### src/rtl/ysyx_24110015_pkg.sv
// ysyx_24110015_pkg: shared arbiter state/owner types and AXI response codes.
package ysyx_24110015_pkg;
    typedef enum logic [1:0] {IDLE, IFU_R, LSU_R, LSU_W} arb_state_t;
    typedef enum logic {OWNER_IFU, OWNER_LSU} arb_owner_t;
    localparam logic [1:0] RESP_OKAY   = 2'b00;
    localparam logic [1:0] RESP_SLVERR = 2'b10;
endpackage

### src/rtl/ysyx_24110015_axi_lite_if.sv
// axi_lite_if: 32-bit AXI-lite bundle with master and slave views.
interface axi_lite_if;
    logic        arvalid, arready;
    logic [31:0] araddr;
    logic        rvalid, rready;
    logic [31:0] rdata;
    logic [1:0]  rresp;
    logic        awvalid, awready;
    logic [31:0] awaddr;
    logic        wvalid, wready;
    logic [31:0] wdata;
    logic [3:0]  wstrb;
    logic        bvalid, bready;
    logic [1:0]  bresp;
    modport master(
        output arvalid, araddr, rready, awvalid, awaddr, wvalid, wdata, wstrb, bready,
        input  arready, rvalid, rdata, rresp, awready, wready, bvalid, bresp
    );
    modport slave(
        input  arvalid, araddr, rready, awvalid, awaddr, wvalid, wdata, wstrb, bready,
        output arready, rvalid, rdata, rresp, awready, wready, bvalid, bresp
    );
endinterface

### src/rtl/ysyx_24110015_arb_pick.sv
// ysyx_24110015_arb_pick: chooses the next grant from pending requests and the last owner.
module ysyx_24110015_arb_pick
    import ysyx_24110015_pkg::*;
#(
    parameter bit RR_EN = 1'b0
) (
    input  logic       ifu_req_i,
    input  logic       lsu_rd_i,
    input  logic       lsu_wr_i,
    input  arb_owner_t last_grant_i,
    output arb_state_t grant_o
);
    logic ifu_wins;
    // On a conflict the IFU only wins when fairness is on and the LSU owned the bus last.
    assign ifu_wins = ifu_req_i & (~(lsu_rd_i | lsu_wr_i) | (RR_EN & (last_grant_i == OWNER_LSU)));
    assign grant_o  = ifu_wins ? IFU_R : lsu_rd_i ? LSU_R : lsu_wr_i ? LSU_W : IDLE;
endmodule

### src/rtl/ysyx_24110015_axi_arbiter.sv
// ysyx_24110015_axi_arbiter: IFU/LSU to single AXI-lite slave arbiter, grant held per transaction.
// Define ARB_RR_EN to alternate the winner on IFU/LSU conflicts instead of fixed LSU priority.
module ysyx_24110015_axi_arbiter
    import ysyx_24110015_pkg::*;
(
    input  logic       clk,
    input  logic       rst,
    axi_lite_if.slave  ifu_if,
    axi_lite_if.slave  lsu_if,
    axi_lite_if.master mem_if
);
    arb_state_t state_q, state_d, pick_s;
    arb_owner_t last_grant;
    logic       ifu_g, lsu_r, lsu_w, idle, r_done, b_done;

    assign ifu_g  = state_q == IFU_R;
    assign lsu_r  = state_q == LSU_R;
    assign lsu_w  = state_q == LSU_W;
    assign idle   = state_q == IDLE;
    assign r_done = mem_if.rvalid & mem_if.rready;
    assign b_done = mem_if.bvalid & mem_if.bready;

`ifdef ARB_RR_EN
    localparam bit RR = 1'b1;
    arb_owner_t last_grant_q, last_grant_d;
    assign last_grant_d = (ifu_g & r_done) ? OWNER_IFU :
                          ((lsu_r & r_done) | (lsu_w & b_done)) ? OWNER_LSU : last_grant_q;
    always_ff @(posedge clk) begin
        if (!rst) last_grant_q <= OWNER_LSU;
        else      last_grant_q <= last_grant_d;
    end
    assign last_grant = last_grant_q;
`else
    localparam bit RR = 1'b0;
    assign last_grant = OWNER_LSU;
`endif

    ysyx_24110015_arb_pick #(.RR_EN(RR)) u_pick (
        .ifu_req_i   (ifu_if.arvalid),
        .lsu_rd_i    (lsu_if.arvalid),
        .lsu_wr_i    (lsu_if.awvalid | lsu_if.wvalid),
        .last_grant_i(last_grant),
        .grant_o     (pick_s)
    );

    always_comb begin
        state_d = state_q;
        state_d = idle ? pick_s : ((lsu_w ? b_done : r_done) ? IDLE : state_q);
    end

    always_ff @(posedge clk) begin
        if (!rst) state_q <= IDLE;
        else      state_q <= state_d;
    end

    assign mem_if.arvalid = (ifu_g & ifu_if.arvalid) | (lsu_r & lsu_if.arvalid);
    assign mem_if.araddr  = ifu_g ? ifu_if.araddr : lsu_if.araddr;
    assign mem_if.awvalid = lsu_w & lsu_if.awvalid;
    assign mem_if.awaddr  = lsu_if.awaddr;
    assign mem_if.wvalid  = lsu_w & lsu_if.wvalid;
    assign mem_if.wdata   = lsu_if.wdata;
    assign mem_if.wstrb   = lsu_if.wstrb;
    // Idle drains any stale response so the slave can never stall the bus.
    assign mem_if.rready  = idle | (ifu_g & ifu_if.rready) | (lsu_r & lsu_if.rready);
    assign mem_if.bready  = idle | (lsu_w & lsu_if.bready);

    assign ifu_if.arready = ifu_g & mem_if.arready;
    assign ifu_if.rvalid  = ifu_g & mem_if.rvalid;
    assign ifu_if.rdata   = mem_if.rdata;
    assign ifu_if.rresp   = mem_if.rresp;
    assign ifu_if.awready = 1'b0;
    assign ifu_if.wready  = 1'b0;
    assign ifu_if.bvalid  = 1'b0;
    assign ifu_if.bresp   = RESP_OKAY;

    assign lsu_if.arready = lsu_r & mem_if.arready;
    assign lsu_if.rvalid  = lsu_r & mem_if.rvalid;
    assign lsu_if.rdata   = mem_if.rdata;
    assign lsu_if.rresp   = mem_if.rresp;
    assign lsu_if.awready = lsu_w & mem_if.awready;
    assign lsu_if.wready  = lsu_w & mem_if.wready;
    assign lsu_if.bvalid  = lsu_w & mem_if.bvalid;
    assign lsu_if.bresp   = mem_if.bresp;
endmodule

### src/flat_wrapper.sv
// flat-port wrapper written by rule: the top's interface ports become plain ports
module ysyx_24110015_axi_arbiter_flat import ysyx_24110015_pkg::*;
  (clk, rst, ifu_if_arvalid, ifu_if_araddr, ifu_if_rready, ifu_if_awvalid, ifu_if_awaddr, ifu_if_wvalid, ifu_if_wdata, ifu_if_wstrb, ifu_if_bready, ifu_if_arready, ifu_if_rvalid, ifu_if_rdata, ifu_if_rresp, ifu_if_awready, ifu_if_wready, ifu_if_bvalid, ifu_if_bresp, lsu_if_arvalid, lsu_if_araddr, lsu_if_rready, lsu_if_awvalid, lsu_if_awaddr, lsu_if_wvalid, lsu_if_wdata, lsu_if_wstrb, lsu_if_bready, lsu_if_arready, lsu_if_rvalid, lsu_if_rdata, lsu_if_rresp, lsu_if_awready, lsu_if_wready, lsu_if_bvalid, lsu_if_bresp, mem_if_arvalid, mem_if_araddr, mem_if_rready, mem_if_awvalid, mem_if_awaddr, mem_if_wvalid, mem_if_wdata, mem_if_wstrb, mem_if_bready, mem_if_arready, mem_if_rvalid, mem_if_rdata, mem_if_rresp, mem_if_awready, mem_if_wready, mem_if_bvalid, mem_if_bresp);
  axi_lite_if ifu_if_i ();
  axi_lite_if lsu_if_i ();
  axi_lite_if mem_if_i ();
  input  logic clk;
  input  logic rst;
  input wire logic [$bits(ifu_if_i.arvalid)-1:0] ifu_if_arvalid;
  input wire logic [$bits(ifu_if_i.araddr)-1:0] ifu_if_araddr;
  input wire logic [$bits(ifu_if_i.rready)-1:0] ifu_if_rready;
  input wire logic [$bits(ifu_if_i.awvalid)-1:0] ifu_if_awvalid;
  input wire logic [$bits(ifu_if_i.awaddr)-1:0] ifu_if_awaddr;
  input wire logic [$bits(ifu_if_i.wvalid)-1:0] ifu_if_wvalid;
  input wire logic [$bits(ifu_if_i.wdata)-1:0] ifu_if_wdata;
  input wire logic [$bits(ifu_if_i.wstrb)-1:0] ifu_if_wstrb;
  input wire logic [$bits(ifu_if_i.bready)-1:0] ifu_if_bready;
  output wire logic [$bits(ifu_if_i.arready)-1:0] ifu_if_arready;
  output wire logic [$bits(ifu_if_i.rvalid)-1:0] ifu_if_rvalid;
  output wire logic [$bits(ifu_if_i.rdata)-1:0] ifu_if_rdata;
  output wire logic [$bits(ifu_if_i.rresp)-1:0] ifu_if_rresp;
  output wire logic [$bits(ifu_if_i.awready)-1:0] ifu_if_awready;
  output wire logic [$bits(ifu_if_i.wready)-1:0] ifu_if_wready;
  output wire logic [$bits(ifu_if_i.bvalid)-1:0] ifu_if_bvalid;
  output wire logic [$bits(ifu_if_i.bresp)-1:0] ifu_if_bresp;
  input wire logic [$bits(lsu_if_i.arvalid)-1:0] lsu_if_arvalid;
  input wire logic [$bits(lsu_if_i.araddr)-1:0] lsu_if_araddr;
  input wire logic [$bits(lsu_if_i.rready)-1:0] lsu_if_rready;
  input wire logic [$bits(lsu_if_i.awvalid)-1:0] lsu_if_awvalid;
  input wire logic [$bits(lsu_if_i.awaddr)-1:0] lsu_if_awaddr;
  input wire logic [$bits(lsu_if_i.wvalid)-1:0] lsu_if_wvalid;
  input wire logic [$bits(lsu_if_i.wdata)-1:0] lsu_if_wdata;
  input wire logic [$bits(lsu_if_i.wstrb)-1:0] lsu_if_wstrb;
  input wire logic [$bits(lsu_if_i.bready)-1:0] lsu_if_bready;
  output wire logic [$bits(lsu_if_i.arready)-1:0] lsu_if_arready;
  output wire logic [$bits(lsu_if_i.rvalid)-1:0] lsu_if_rvalid;
  output wire logic [$bits(lsu_if_i.rdata)-1:0] lsu_if_rdata;
  output wire logic [$bits(lsu_if_i.rresp)-1:0] lsu_if_rresp;
  output wire logic [$bits(lsu_if_i.awready)-1:0] lsu_if_awready;
  output wire logic [$bits(lsu_if_i.wready)-1:0] lsu_if_wready;
  output wire logic [$bits(lsu_if_i.bvalid)-1:0] lsu_if_bvalid;
  output wire logic [$bits(lsu_if_i.bresp)-1:0] lsu_if_bresp;
  output wire logic [$bits(mem_if_i.arvalid)-1:0] mem_if_arvalid;
  output wire logic [$bits(mem_if_i.araddr)-1:0] mem_if_araddr;
  output wire logic [$bits(mem_if_i.rready)-1:0] mem_if_rready;
  output wire logic [$bits(mem_if_i.awvalid)-1:0] mem_if_awvalid;
  output wire logic [$bits(mem_if_i.awaddr)-1:0] mem_if_awaddr;
  output wire logic [$bits(mem_if_i.wvalid)-1:0] mem_if_wvalid;
  output wire logic [$bits(mem_if_i.wdata)-1:0] mem_if_wdata;
  output wire logic [$bits(mem_if_i.wstrb)-1:0] mem_if_wstrb;
  output wire logic [$bits(mem_if_i.bready)-1:0] mem_if_bready;
  input wire logic [$bits(mem_if_i.arready)-1:0] mem_if_arready;
  input wire logic [$bits(mem_if_i.rvalid)-1:0] mem_if_rvalid;
  input wire logic [$bits(mem_if_i.rdata)-1:0] mem_if_rdata;
  input wire logic [$bits(mem_if_i.rresp)-1:0] mem_if_rresp;
  input wire logic [$bits(mem_if_i.awready)-1:0] mem_if_awready;
  input wire logic [$bits(mem_if_i.wready)-1:0] mem_if_wready;
  input wire logic [$bits(mem_if_i.bvalid)-1:0] mem_if_bvalid;
  input wire logic [$bits(mem_if_i.bresp)-1:0] mem_if_bresp;
  assign ifu_if_i.arvalid = ifu_if_arvalid;
  assign ifu_if_i.araddr = ifu_if_araddr;
  assign ifu_if_i.rready = ifu_if_rready;
  assign ifu_if_i.awvalid = ifu_if_awvalid;
  assign ifu_if_i.awaddr = ifu_if_awaddr;
  assign ifu_if_i.wvalid = ifu_if_wvalid;
  assign ifu_if_i.wdata = ifu_if_wdata;
  assign ifu_if_i.wstrb = ifu_if_wstrb;
  assign ifu_if_i.bready = ifu_if_bready;
  assign ifu_if_arready = ifu_if_i.arready;
  assign ifu_if_rvalid = ifu_if_i.rvalid;
  assign ifu_if_rdata = ifu_if_i.rdata;
  assign ifu_if_rresp = ifu_if_i.rresp;
  assign ifu_if_awready = ifu_if_i.awready;
  assign ifu_if_wready = ifu_if_i.wready;
  assign ifu_if_bvalid = ifu_if_i.bvalid;
  assign ifu_if_bresp = ifu_if_i.bresp;
  assign lsu_if_i.arvalid = lsu_if_arvalid;
  assign lsu_if_i.araddr = lsu_if_araddr;
  assign lsu_if_i.rready = lsu_if_rready;
  assign lsu_if_i.awvalid = lsu_if_awvalid;
  assign lsu_if_i.awaddr = lsu_if_awaddr;
  assign lsu_if_i.wvalid = lsu_if_wvalid;
  assign lsu_if_i.wdata = lsu_if_wdata;
  assign lsu_if_i.wstrb = lsu_if_wstrb;
  assign lsu_if_i.bready = lsu_if_bready;
  assign lsu_if_arready = lsu_if_i.arready;
  assign lsu_if_rvalid = lsu_if_i.rvalid;
  assign lsu_if_rdata = lsu_if_i.rdata;
  assign lsu_if_rresp = lsu_if_i.rresp;
  assign lsu_if_awready = lsu_if_i.awready;
  assign lsu_if_wready = lsu_if_i.wready;
  assign lsu_if_bvalid = lsu_if_i.bvalid;
  assign lsu_if_bresp = lsu_if_i.bresp;
  assign mem_if_arvalid = mem_if_i.arvalid;
  assign mem_if_araddr = mem_if_i.araddr;
  assign mem_if_rready = mem_if_i.rready;
  assign mem_if_awvalid = mem_if_i.awvalid;
  assign mem_if_awaddr = mem_if_i.awaddr;
  assign mem_if_wvalid = mem_if_i.wvalid;
  assign mem_if_wdata = mem_if_i.wdata;
  assign mem_if_wstrb = mem_if_i.wstrb;
  assign mem_if_bready = mem_if_i.bready;
  assign mem_if_i.arready = mem_if_arready;
  assign mem_if_i.rvalid = mem_if_rvalid;
  assign mem_if_i.rdata = mem_if_rdata;
  assign mem_if_i.rresp = mem_if_rresp;
  assign mem_if_i.awready = mem_if_awready;
  assign mem_if_i.wready = mem_if_wready;
  assign mem_if_i.bvalid = mem_if_bvalid;
  assign mem_if_i.bresp = mem_if_bresp;
  ysyx_24110015_axi_arbiter u_core (.clk(clk), .rst(rst), .ifu_if(ifu_if_i), .lsu_if(lsu_if_i), .mem_if(mem_if_i));
endmodule
### config.mk
export PLATFORM = sky130hd
export DESIGN_NAME = ysyx_24110015_axi_arbiter_flat
export DESIGN_NICKNAME = d
export VERILOG_FILES = /design/src/rtl/ysyx_24110015_pkg.sv /design/src/rtl/ysyx_24110015_axi_lite_if.sv /design/src/rtl/ysyx_24110015_arb_pick.sv /design/src/rtl/ysyx_24110015_axi_arbiter.sv /design/src/flat_wrapper.sv
export SDC_FILE = /design/constraint.sdc
export NUM_CORES = 1
export LEC_CHECK = 0
export ABC_AREA = 1
export BUFFER_PORTS_ARGS = -buffer_cell sky130_fd_sc_hd__buf_2
export CORE_AREA = 2 2 169 171
export CTS_CLUSTER_DIAMETER = 80
export DETAILED_ROUTE_END_ITERATION = 10
export DIE_AREA = 0 0 171 173
export PLACE_DENSITY_LB_ADDON = 0.15
export SYNTH_ARGS = -nofsm -noshare
export SYNTH_HDL_FRONTEND = slang
export SYNTH_SLANG_ARGS = --single-unit
### constraint.sdc
create_clock -name clk -period 1.7 [get_ports clk]
set_input_delay 0.17 -clock clk [delete_from_list [all_inputs] [get_ports clk]]
set_output_delay 0.17 -clock clk [all_outputs]
set_load 0.005 [all_outputs]
* After elaboration in Yosys (flattened, before gate mapping)
Index checks and enable logic that the tools add are counted.
** Storage, ports and cells
- Register bits :: 2
- Input bits :: 253
- Output and inout port bits :: 187
- Logic and storage cells :: 37
** Cells by class
- Equality and inequality tests :: 3
- Muxes and demuxes :: 7
- Bitwise logic cells :: 24
- Reductions and logical operators :: 2
** Operators with widths (number)
- $mux 32 :: 1
- $and 1x1->1 :: 17
- $mux 2 :: 5
- $or 1x1->1 :: 6
- $eq 2x2->1 const B :: 2
- $eq 2x1->1 const B :: 1
- $logic_not 2->1 :: 1
- $reduce_bool 2->1 :: 1
- $mux 1 :: 1
- $not 1->1 :: 1

* Longest topological paths before layout
Gate-level depths: netlist of the first run.
- Depth after elaboration :: 8
- Depth in mapped cells :: 7
- Mapped depth without buffers :: 7

* Modules after synthesis
A second synthesis of the first run with hierarchy kept.
** Second synthesis, totals
- Cells, all modules :: 230
- Area, all modules :: 1865.5 um^2
** Modules (own cells, without submodules)
- ysyx_24110015_axi_arbiter :: times used 1, cells an instance 227, area an instance 1851.8 um^2, seq. area each 40.0 um^2
- ysyx_24110015_arb_pick :: times used 1, cells an instance 3, area an instance 13.8 um^2, seq. area each 0.0 um^2

* Worst setup path after synthesis of the first run
OpenSTA, ideal clock, no wires.
- Kind :: register -> output
- Start point :: register u_core.state_q[1]
- End point :: output port mem_if_araddr[24]
- Arrival :: 1077 ps
- Required time :: 1530 ps
- Slack :: 453 ps
- Stages on the path, launching flop included :: 5
- Path through :: dfxtp_1 > inv_1 > nand2_4 > buf_6 > mux2_4
** Between the ends
- Word-level cells in the longest chain between the ends :: 2
** Ends and longest elaborated chain
- start: declaration :: RTL line ysyx_24110015_axi_arbiter.sv:12 : arb_state_t state_q, state_d, pick_s;
- start signal: assignment :: RTL line ysyx_24110015_axi_arbiter.sv:53 : else state_q <= state_d;
- $eq 2x1->1 :: RTL line ysyx_24110015_axi_arbiter.sv:16 : assign ifu_g = state_q == IFU_R;
- $mux 32 :: RTL line ysyx_24110015_axi_arbiter.sv:57 : assign mem_if.araddr = ifu_g ? ifu_if.araddr : lsu_if.araddr;
- end: declaration :: RTL line flat_wrapper.sv:44 : output wire logic [$bits(mem_if_i.araddr)-1:0] mem_if_araddr;
No other way between the ends.

* Worst setup path after layout of the first run
- Start point :: register u_core.state_q[1]
- End point :: output port mem_if_araddr[3]
Same word-level chain as after synthesis.

==> impl_metrics.py, run 1 <==
metrics = {
    "final_layout": {
        "multiInputGateArea_um2": 618.1,
        "register_area_um2": 40.04,
        "area_delta_synth_final_pct": 5.529,
        "nets": 468,
        "reg.largest.list": "u_core.state_q x2",
        "fin_area_mm2": 0.001911,
        "antenna_cells": 0,
        "fill_cells": 3299,
        "largest_register_ffs": 2,
        "drive_gt1_frac": 0.7559,
        "top_register": "u_core.state_q",
    },
    "worst_hold_path": {
        "hp-class": "in2reg",
        "min_path_cells": 3,
        "min_from": "rst",
        "hold_path_end": "u_core.state_q[1]$_SDFFE_PN0P_",
    },
    "timing": {
        "fin_crit_ns": 1.574,
        "rsz0062_at_grt": "false",
        "hold_ws_ns": 0.2070,
        "skew_ns": 0.001651,
        "fin_setup_tns_ns": 0,
        "slew_violations": 0,
        "hold_viol_final": 0,
        "fmax_mhz": 635.5,
        "finalCritPeriodShare": 0.9256,
        "finalSetupViolCount": 0,
    },
    "critical_path": {
        "timing.rr.end": "u_core.state_q[0]$_SDFFE_PN0P_",
        "worst-path-max-fanout": 15,
        "reg2reg_slack_ns": 0.57,
        "required_ns": 1.53,
        "critPathCaptureType": "output port",
        "cp-start-kind": "flip-flop",
        "critPathArrivalTime_ns": 1.40,
        "crit_start": "u_core.state_q[1]$_SDFFE_PN0P_",
        "crit_path_top_delay_cell": "mux2_2",
        "crit_chain": "inv_1, nand2_4, buf_6, mux2_2, buf_2",
        "crit_family": "buffers and inverters",
        "reg2reg_from": "u_core.state_q[0]$_SDFFE_PN0P_",
        "crit_type": "reg2out",
        "max_stage_delay_ns": 0.37,
        "worst-path-buf-inv": 3,
        "rr_worst_depth": 7,
    },
    "job": {
        "max-cap-violations": 0,
    },
    "clocking": {
        "cts_max_path_buffers": 2,
        "cts_tree": "built",
        "path_clk_slew_ns": 0.03,
        "cts_root_buf": "clkbuf_16",
        "h-tree-depth": 1,
        "postCtsSetupBuffers": 0,
        "cts.sinks": 2,
        "insertion_delay_ns": 0.22,
        "cts-buffers-inserted": 3,
    },
    "global_route": {
        "grt_max_degree": 21,
        "antenna_found_initial": 0,
        "grt_first_pass_wirelength_mm": 6.023,
        "grt_overflow": 0,
        "grtUsageTotal": 0.02582,
        "grt_pass1_vias": 1115,
    },
    "placement": {
        "finalWeightedCongestion": 0.6700,
        "dpl_cell_area_mm2": 0.001832,
        "io_buffers": 121,
        "dpl.hpwl_mm": 4.067,
    },
    "run_status": {
        "outcome": "finished clean",
    },
    "power_and_ir_drop": {
        "p_per_area_mw_per_mm2": 443.3,
        "worst_ir_drop_vdd_v": 0.0002044,
        "p_leak_nw": 0.9996,
    },
    "logic_synthesis": {
        "syn_inst": 227,
        "ys_seq_area_frac": 0.02211,
        "syn_area_per_cell_um2": 7.976,
        "synth_cell_types": 14,
        "yosysWarnings": 0,
        "synth_seq_cells": 2,
        "syn_area_mm2": 0.001810,
    },
    "floorplanning": {
        "io_pins": 440,
        "rows": 61,
        "die_h_um": 173,
        "dieArea_mm2": 0.02958,
        "start_util": 0.06553,
        "fp.coreArea_mm2": 0.02763,
        "die_w_um": 171,
    },
    "detailed_routing": {
        "ant_nets": 0,
        "vias": 1173,
        "wirelength_mm": 4.586,
        "firstDrtPassIters": 3,
        "viasPerCell": 1.985,
        "drc": 0,
        "drtIter0Drc": 21,
        "wire_per_inst_um": 7.760,
    },
}
==> logic make-up after synthesis <==
kind of cell | synth area share
compound gates | 0.008987
buf+inv | 0.6448
flops | 0.02212
mux | 0.2550
other cells | 0.002071
simple gates | 0.06704
==> cell usage after synthesis <==
cell	instances	area [um2]
nor2_1	11	41.29
dfxtp_1	2	40.04
o22ai_1	1	6.260
buf_8	2	30.03
nand2_1	13	48.80
inv_1	14	52.55
nand3_1	4	20.02
conb_1	1	3.750
buf_4	143	1074
mux2_2	5	56.30
nand2_4	1	11.26
buf_6	1	11.26
a21oi_1	2	10.01
mux2_4	27	405.4
==> power by group <==
group	total, mW	internal [mW]	switching (mW)
clock network	0.353	0.299	0.0534
registers	0.0571	0.0528	0.00431
logic	0.437	0.261	0.176
total	0.847	0.613	0.234
==> worst max path at each step <==
stage | slack, ns | depth (start not counted) | endpoint
floorplan | 0.45 | 4 | mem_if_araddr[24]
global placement | 0.28 | 5 | mem_if_araddr[3]
detailed placement | 0.26 | 5 | mem_if_araddr[3]
CTS | 0.03 | 5 | mem_if_araddr[3]
global route | 0.04 | 5 | mem_if_araddr[3]
finish | 0.13 | 5 | mem_if_araddr[3]
==> area by class of cell <==
type | count | area share
sequential | 2 | 0.02096
clock buffer | 3 | 0.03929
inverter | 14 | 0.02750
tap | 378 | 0.2475
multi-input combinational | 69 | 0.3235
timing repair buffer | 125 | 0.3412
==> through the flow <==
step / setup slack, ns / power, mW / utilization / cells
2_1_floorplan: 0.4531 / 0.5623 / - / 231
3_3_place_gp: 0.2755 / 0.5077 / 0.06630 / 588
3_5_place_dp: 0.2592 / 0.5038 / 0.06630 / 588
4_1_cts: 0.02645 / 0.8608 / 0.06902 / 591
5_1_grt: 0.03659 / 0.9010 / 0.06915 / 591
6_report: 0.1264 / 0.8469 / 0.06915 / 591
==> what timing repair did <==
item | 4_1_cts | 5_1_grt
gates resized for setup | 0 | 1
hold buffers | 0 | 0
setup endpoints to repair | 0 | 5
==> worst min-delay path, cell delays in order <==
cell and delay, ns:
buf_2 0.09, inv_1 0.07, a21oi_1 0.04
==> layout by cell type, fill, tap and decap left out, drive strengths merged <==
master	count
a21oi	2
o22ai	1
buf	125
conb	5
dfxtp	2
nor2	11
inv	14
nand3	4
mux2	32
nand2	14
clkbuf	3
==> per-layer routing <==
layer | GRT usage | vias to the layer above | share of wire
met5 | 0 | - | 0
met4 | 0.02401 | 0 | 0.060
met3 | 0.01534 | 52 | 0.18
met2 | 0.04116 | 110 | 0.43
met1 | 0.02237 | 484 | 0.33
li1 | - | 527 | -
Note: power is estimated with default switching activity, not from simulation.
==> run 2, diff against run 1 <==
--- a/config.mk
+++ b/config.mk
@@ -5,12 +5,11 @@
 export SDC_FILE = /design/constraint.sdc
 export NUM_CORES = 1
 export LEC_CHECK = 0
-export ABC_AREA = 1
 export BUFFER_PORTS_ARGS = -buffer_cell sky130_fd_sc_hd__buf_2
-export CORE_AREA = 2 2 169 171
+export CORE_AREA = 2 2 170 172
 export CTS_CLUSTER_DIAMETER = 80
 export DETAILED_ROUTE_END_ITERATION = 10
-export DIE_AREA = 0 0 171 173
+export DIE_AREA = 0 0 172 174
 export PLACE_DENSITY_LB_ADDON = 0.15
 export SYNTH_ARGS = -nofsm -noshare
 export SYNTH_HDL_FRONTEND = slang
==> run 2 against run 1 <==
Hold slack about the same. Clock-buffer cell count unchanged. First-iteration DRC count rose by 9.5%. Fmax grew 2.4%. Final area is 2.9% lower. Critical path depth grew 1. Sequential cell count did not move. Synthesized cell count rose by 24%. Power up 26%. Register-to-register slack better by 0.07 ns.
==> impl_metrics.py, run 2 <==
metrics = {
    "final_layout": {
        "register_area_um2": 41.29,
        "fill_cells": 3439,
        "largest_register_ffs": 2,
        "antenna_cells": 0,
        "top_register": "u_core.state_q",
        "final_common_cell": "buf_2",
        "drive_gt1_frac": 0.5152,
        "nets": 519,
        "area_delta_synth_final_pct": 5.782,
        "reg.largest.list": "u_core.state_q x2",
        "fin_util": 0.06567,
        "multiInputGateArea_um2": 558.0,
        "final_cell_mix": "buf_2 (121), nand2_1 (99), conb_1 (5), buf_4 (4)",
    },
    "power_and_ir_drop": {
        "worst_ir_drop_vdd_v": 0.0003394,
        "intPower_mw": 0.6715,
        "p_comb_frac": 0.603,
        "power_frac_seq": 0.071,
        "swShare": 0.3710,
        "clock_power_share": 0.326,
        "p_per_area_mw_per_mm2": 575.7,
        "p_leak_nw": 0.9689,
        "p_sw_mw": 0.3960,
    },
    "worst_hold_path": {
        "hp-class": "in2reg",
    },
    "critical_path": {
        "critPathArrivalTime_ns": 1.37,
        "crit_type": "reg2out",
        "crit_family": "buffers and inverters",
        "crit_chain": "nor2b_4, buf_12, buf_4, nand2_1, nand2_1, buf_2",
        "worst-path-max-fanout": 27,
        "worst_path_most_repeated_cell": "nand2_1",
        "required_ns": 1.53,
        "crit_path_top_delay_cell": "dfxtp_2",
        "cp-start-kind": "flip-flop",
        "critPathCaptureType": "output port",
        "max_stage_delay_ns": 0.36,
        "worst-path-buf-inv": 3,
    },
    "logic_synthesis": {
        "yosysWarnings": 0,
        "synth_top_family_by_area": "buffers and inverters",
        "synth.most_common_cell": "buf_4",
        "synth_cell_types": 24,
        "synth_seq_cells": 2,
        "synth_commonest_cells": "buf_4 (145), nand2_1 (99)",
        "yosys.area_share.xor_xnor": 0,
        "synth_mux_area_frac": 0,
        "synthTopCellsByArea": "buf_4 (62%), nand2_1 (21%), buf_8 (2.6%), dfxtp_1 (2.3%), buf_6 (1.9%)",
        "synth_compound_area_frac": 0.02498,
        "synth-edff-count": 0,
        "syn_inst": 282,
        "yosys.area.top_type": "buf_4",
        "syn_area_per_cell_um2": 6.216,
        "yosysTopAreaCellShare": 0.6210,
        "synthSimpleGateAreaFrac": 0.2769,
        "async_flop_share": 0,
        "synth-adder-area-share": 0,
        "syn_area_mm2": 0.001753,
        "yosys_most_used_dff": "dfxtp_1",
        "ys_seq_area_frac": 0.02284,
    },
    "detailed_routing": {
        "drtIter0Drc": 23,
        "viasPerCell": 2.177,
        "firstDrtPassIters": 2,
        "drc": 0,
        "wirelength_mm": 6.212,
        "vias": 1411,
        "wire_per_inst_um": 9.586,
        "ant_nets": 0,
    },
    "timing": {
        "fmax_mhz": 650.7,
        "finalSetupViolCount": 0,
        "hold_viol_final": 0,
        "fin_crit_ns": 1.537,
        "rsz0062_at_grt": "false",
        "slew_violations": 0,
        "fin_setup_tns_ns": 0,
        "finalCritPeriodShare": 0.9040,
        "skew_ns": 0.001102,
    },
    "global_route": {
        "antenna_found_initial": 1,
        "grt_first_pass_wirelength_mm": 8.424,
        "grtUsageTotal": 0.03869,
        "grt_max_degree": 28,
        "grt_pass1_vias": 1448,
        "grt_overflow": 0,
    },
    "floorplanning": {
        "dieArea_mm2": 0.02993,
        "io_pins": 440,
        "fp.coreArea_mm2": 0.02824,
        "rows": 62,
        "die_w_um": 172,
        "die_h_um": 174,
        "start_util": 0.06208,
    },
    "clocking": {
        "cts.sinks": 2,
        "postCtsHoldBufs": 0,
        "cts_root_buf": "clkbuf_16",
        "cts-buffers-inserted": 3,
        "cts_max_path_buffers": 2,
        "cts_tree": "built",
        "insertion_delay_ns": 0.22,
        "h-tree-depth": 1,
        "path_clk_slew_ns": 0.03,
        "cts_resized": 0,
        "postCtsSetupBuffers": 0,
    },
    "placement": {
        "io_buffers": 121,
        "dpl.hpwl_mm": 5.198,
        "finalWeightedCongestion": 0.6257,
    },
    "run_status": {
        "outcome": "finished clean",
    },
    "job": {
        "max-cap-violations": 0,
    },
}
run 2: cell types whose count changed after synthesis, sizes merged, moves of 2 or more:
cell,delta
mux2,-32
nor2,-9
nor2b,+2
o21ai,+3
nand2b,+2
buf,+5
nand2,+85
nor3,+2
and3,+5
and2,+3
nand3,-3
inv,-13
clkbuf,+2
run 2: layout make-up:
cell class                      count  share of cell area
Clock buffer                        3             0.04049
Tap cell                          384              0.2591
Sequential cell                     2             0.02227
Timing Repair Buffer              128              0.3752
Multi-Input combinational cell    130              0.3009
Inverter                            1            0.002024
run 2: cells by family (layout without fill, tap and decap cells):
group / Yosys count / after routing
flops: 2 / 2
simple gates: 118 / 118
buf+inv: 154 / 132
compound gates: 7 / 7
other cells: 1 / 5
run 2: layer usage:
layer,vias up,track usage,share of wire
met3,52,0.01252,0.12
met2,125,0.06409,0.45
met4,2,0.04027,0.090
met1,558,0.03619,0.33
li1,674,-,-
met5,-,0,0.0026
run 2: worst paths after layout:
check	startpoint	endpoint	slack (ns)	depth (start not counted)
worst min register to register	u_core.state_q[1]$_SDFFE_PN0P_	u_core.state_q[1]$_SDFFE_PN0P_	0.61	2
worst max-delay path	u_core.state_q[1]$_SDFFE_PN0P_	mem_if_araddr[13]	0.16	6
worst max register to register	u_core.state_q[0]$_SDFFE_PN0P_	u_core.state_q[1]$_SDFFE_PN0P_	0.64	4
worst min-delay path	lsu_if_arvalid	u_core.state_q[0]$_SDFFE_PN0P_	0.21	2
run 2: metrics by stage:
| step | std cells | area, um2 | hold slack, ns | power (mW) | worst slack [ns] |
|---|---|---|---|---|---|
| final | 648 | 1854 | 0.2067 | 1.068 | 0.1632 |
| after floorplan | 286 | 1768 | 0.2874 | 0.6608 | 0.6576 |
| after global placement | 645 | 1778 | 0.3400 | 0.7665 | 0.2435 |
| after detailed placement | 645 | 1778 | 0.3400 | 0.7481 | 0.2450 |
| after CTS | 648 | 1853 | 0.2017 | 1.103 | 0.02444 |
| after global routing | 648 | 1854 | 0.2186 | 1.182 | 0.06918 |
run 2: power by group through the flow:
stage | logic [mW] | registers (mW) | clock network (mW)
after floorplan | 0.594 | 0.0667 | 0
after global placement | 0.689 | 0.0772 | 0
after detailed placement | 0.672 | 0.0757 | 0
after CTS | 0.675 | 0.0748 | 0.354
after global routing | 0.742 | 0.0789 | 0.362
final | 0.644 | 0.0756 | 0.348
==> run 3, diff against run 2 <==
--- a/config.mk
+++ b/config.mk
@@ -5,12 +5,13 @@
 export SDC_FILE = /design/constraint.sdc
 export NUM_CORES = 1
 export LEC_CHECK = 0
-export BUFFER_PORTS_ARGS = -buffer_cell sky130_fd_sc_hd__buf_2
+export BUFFER_PORTS_ARGS = -buffer_cell sky130_fd_sc_hd__clkbuf_2
 export CORE_AREA = 2 2 170 172
 export CTS_CLUSTER_DIAMETER = 80
 export DETAILED_ROUTE_END_ITERATION = 10
 export DIE_AREA = 0 0 172 174
 export PLACE_DENSITY_LB_ADDON = 0.15
+export REMOVE_ABC_BUFFERS = 1
 export SYNTH_ARGS = -nofsm -noshare
 export SYNTH_HDL_FRONTEND = slang
 export SYNTH_SLANG_ARGS = --single-unit
==> run 3 against run 2 <==
First-iteration DRC count rose to 2.6 times the previous value. Core utilization down 0.075 points. Sequential share of layout area about the same. Die area unchanged. Via count up 17%. Sequential cell count unchanged. Fmax down 2.2%. Largest cell class unchanged.
==> impl_metrics.py, run 3 (synthesis results as in run 2) <==
metrics = {
    "floorplanning": {
        "io_pins": 440,
        "fp.coreArea_mm2": 0.02824,
        "start_util": 0.06208,
        "rows": 62,
        "die_w_um": 172,
        "dieArea_mm2": 0.02993,
        "die_h_um": 174,
    },
    "clocking": {
        "cts-buffers-inserted": 3,
        "cts.sinks": 2,
        "cts_root_buf": "clkbuf_16",
        "cts_tree": "built",
        "cts_max_path_buffers": 2,
        "path_clk_slew_ns": 0.03,
        "postCtsHoldBufs": 0,
        "insertion_delay_ns": 0.22,
        "postCtsSetupBuffers": 0,
        "cts_resized": 1,
        "h-tree-depth": 1,
    },
    "timing": {
        "hold_ws_ns": 0.1961,
        "worst_slack_ns": 0.1284,
        "hold_viol_final": 0,
        "rsz0062_at_grt": "false",
        "finalCritPeriodShare": 0.9245,
        "slew_violations": 0,
        "fin_crit_ns": 1.572,
        "finalSetupViolCount": 0,
        "fmax_mhz": 636.3,
        "fin_setup_tns_ns": 0,
        "skew_ns": 0.0006171,
    },
    "global_route": {
        "grt_first_pass_wirelength_mm": 26.87,
        "grtUsageTotal": 0.1531,
        "grt_pass1_vias": 1535,
        "grt_max_degree": 23,
        "antenna_found_initial": 0,
        "grt_overflow": 0,
    },
    "run_status": {
        "outcome": "finished clean",
    },
    "power_and_ir_drop": {
        "p_leak_nw": 0.9746,
        "p_per_area_mw_per_mm2": 588.4,
        "worst_ir_drop_vdd_v": 0.0002709,
    },
    "detailed_routing": {
        "firstDrtPassIters": 4,
        "ant_nets": 0,
        "wire_per_inst_um": 37.58,
        "drc": 0,
        "vias": 1645,
        "viasPerCell": 2.539,
        "wirelength_mm": 24.35,
        "drtIter0Drc": 59,
    },
    "critical_path": {
        "required_ns": 1.53,
        "critPathCaptureType": "output port",
        "critPathArrivalTime_ns": 1.40,
        "crit_chain": "nand2b_4, buf_4, nand2_1, nand2_1, clkbuf_2",
        "crit_family": "simple AND/OR/NAND/NOR gates",
        "cp-start-kind": "flip-flop",
        "crit_type": "reg2out",
        "crit_path_top_delay_cell": "dfxtp_1",
        "worst-path-max-fanout": 15,
        "max_stage_delay_ns": 0.39,
        "worst_path_most_repeated_cell": "nand2_1",
        "reg2reg_slack_ns": 0.60,
        "worst-path-buf-inv": 2,
    },
    "final_layout": {
        "fill_cells": 3423,
        "final_cell_mix": "clkbuf_2 (121), nand2_1 (99), buf_4 (6), conb_1 (5)",
        "fin_util": 0.06491,
        "top_register": "u_core.state_q",
        "drive_gt1_frac": 0.5114,
        "largest_register_ffs": 2,
        "area_delta_synth_final_pct": 4.568,
        "nets": 519,
        "fin_area_mm2": 0.001833,
        "final_common_cell": "clkbuf_2",
        "reg.largest.list": "u_core.state_q x2",
        "antenna_cells": 0,
    },
    "placement": {
        "dpl.hpwl_mm": 23.10,
        "finalWeightedCongestion": 0.7624,
        "io_buffers": 121,
        "preCtsSetupSlack_ns": 0.1698,
        "dpl_cell_area_mm2": 0.001753,
    },
    "worst_hold_path": {
        "hp-class": "in2reg",
    },
    "job": {
        "max-cap-violations": 0,
    },
}
[run 3: final timing paths]
check                                 startpoint                        endpoint  depth (start not counted)
setup reg to reg  u_core.state_q[0]$_SDFFE_PN0P_  u_core.state_q[1]$_SDFFE_PN0P_                          4
hold / removal                    lsu_if_arvalid  u_core.state_q[0]$_SDFFE_PN0P_                          2
hold reg to reg   u_core.state_q[0]$_SDFFE_PN0P_  u_core.state_q[0]$_SDFFE_PN0P_                          3
setup / recovery  u_core.state_q[1]$_SDFFE_PN0P_               mem_if_araddr[31]                          5
[run 3: power breakdown]
group	internal (mW)	leakage (nW)	switching, mW
Sequential	0.0572	0.0167	0.0124
Clock	0.299	0.0370	0.0565
Combinational	0.299	0.921	0.354
Total	0.656	0.975	0.422
[run 3: worst register-to-register path, stage by stage, from the launching register on]
cell	delay [ns]
dfxtp_1	0.33
buf_4	0.19
nand2b_1	0.16
o21ai_0	0.19
o22ai_1	0.10
[run 3: metal layers]
layer | vias to the layer above | track usage | wire, um
met2 | 318 | 0.3047 | 13060
met4 | 9 | 0.04867 | 1095
met1 | 621 | 0.07335 | 4120
li1 | 673 | - | -
met3 | 24 | 0.1576 | 5780
met5 | - | 0.07191 | 294
[run 3: layout make-up]
| class | count | area, um2 | area share |
|---|---|---|---|
| clock buffers | 3 | 75.07 | 0.04096 |
| inverters | 1 | 3.754 | 0.002048 |
| multi-input cells | 130 | 563.0 | 0.3072 |
| flip-flops and latches | 2 | 40.04 | 0.02184 |
| well taps | 384 | 480.5 | 0.2621 |
| repair buffers | 128 | 670.6 | 0.3659 |
[run 3: per-stage QoR]
stage | power (mW) | cells
final | 1.079 | 648
after global routing | 1.193 | 648
after CTS | 1.118 | 648
after detailed placement | 0.7481 | 645
after global placement | 0.7640 | 645
after floorplan | 0.3170 | 133
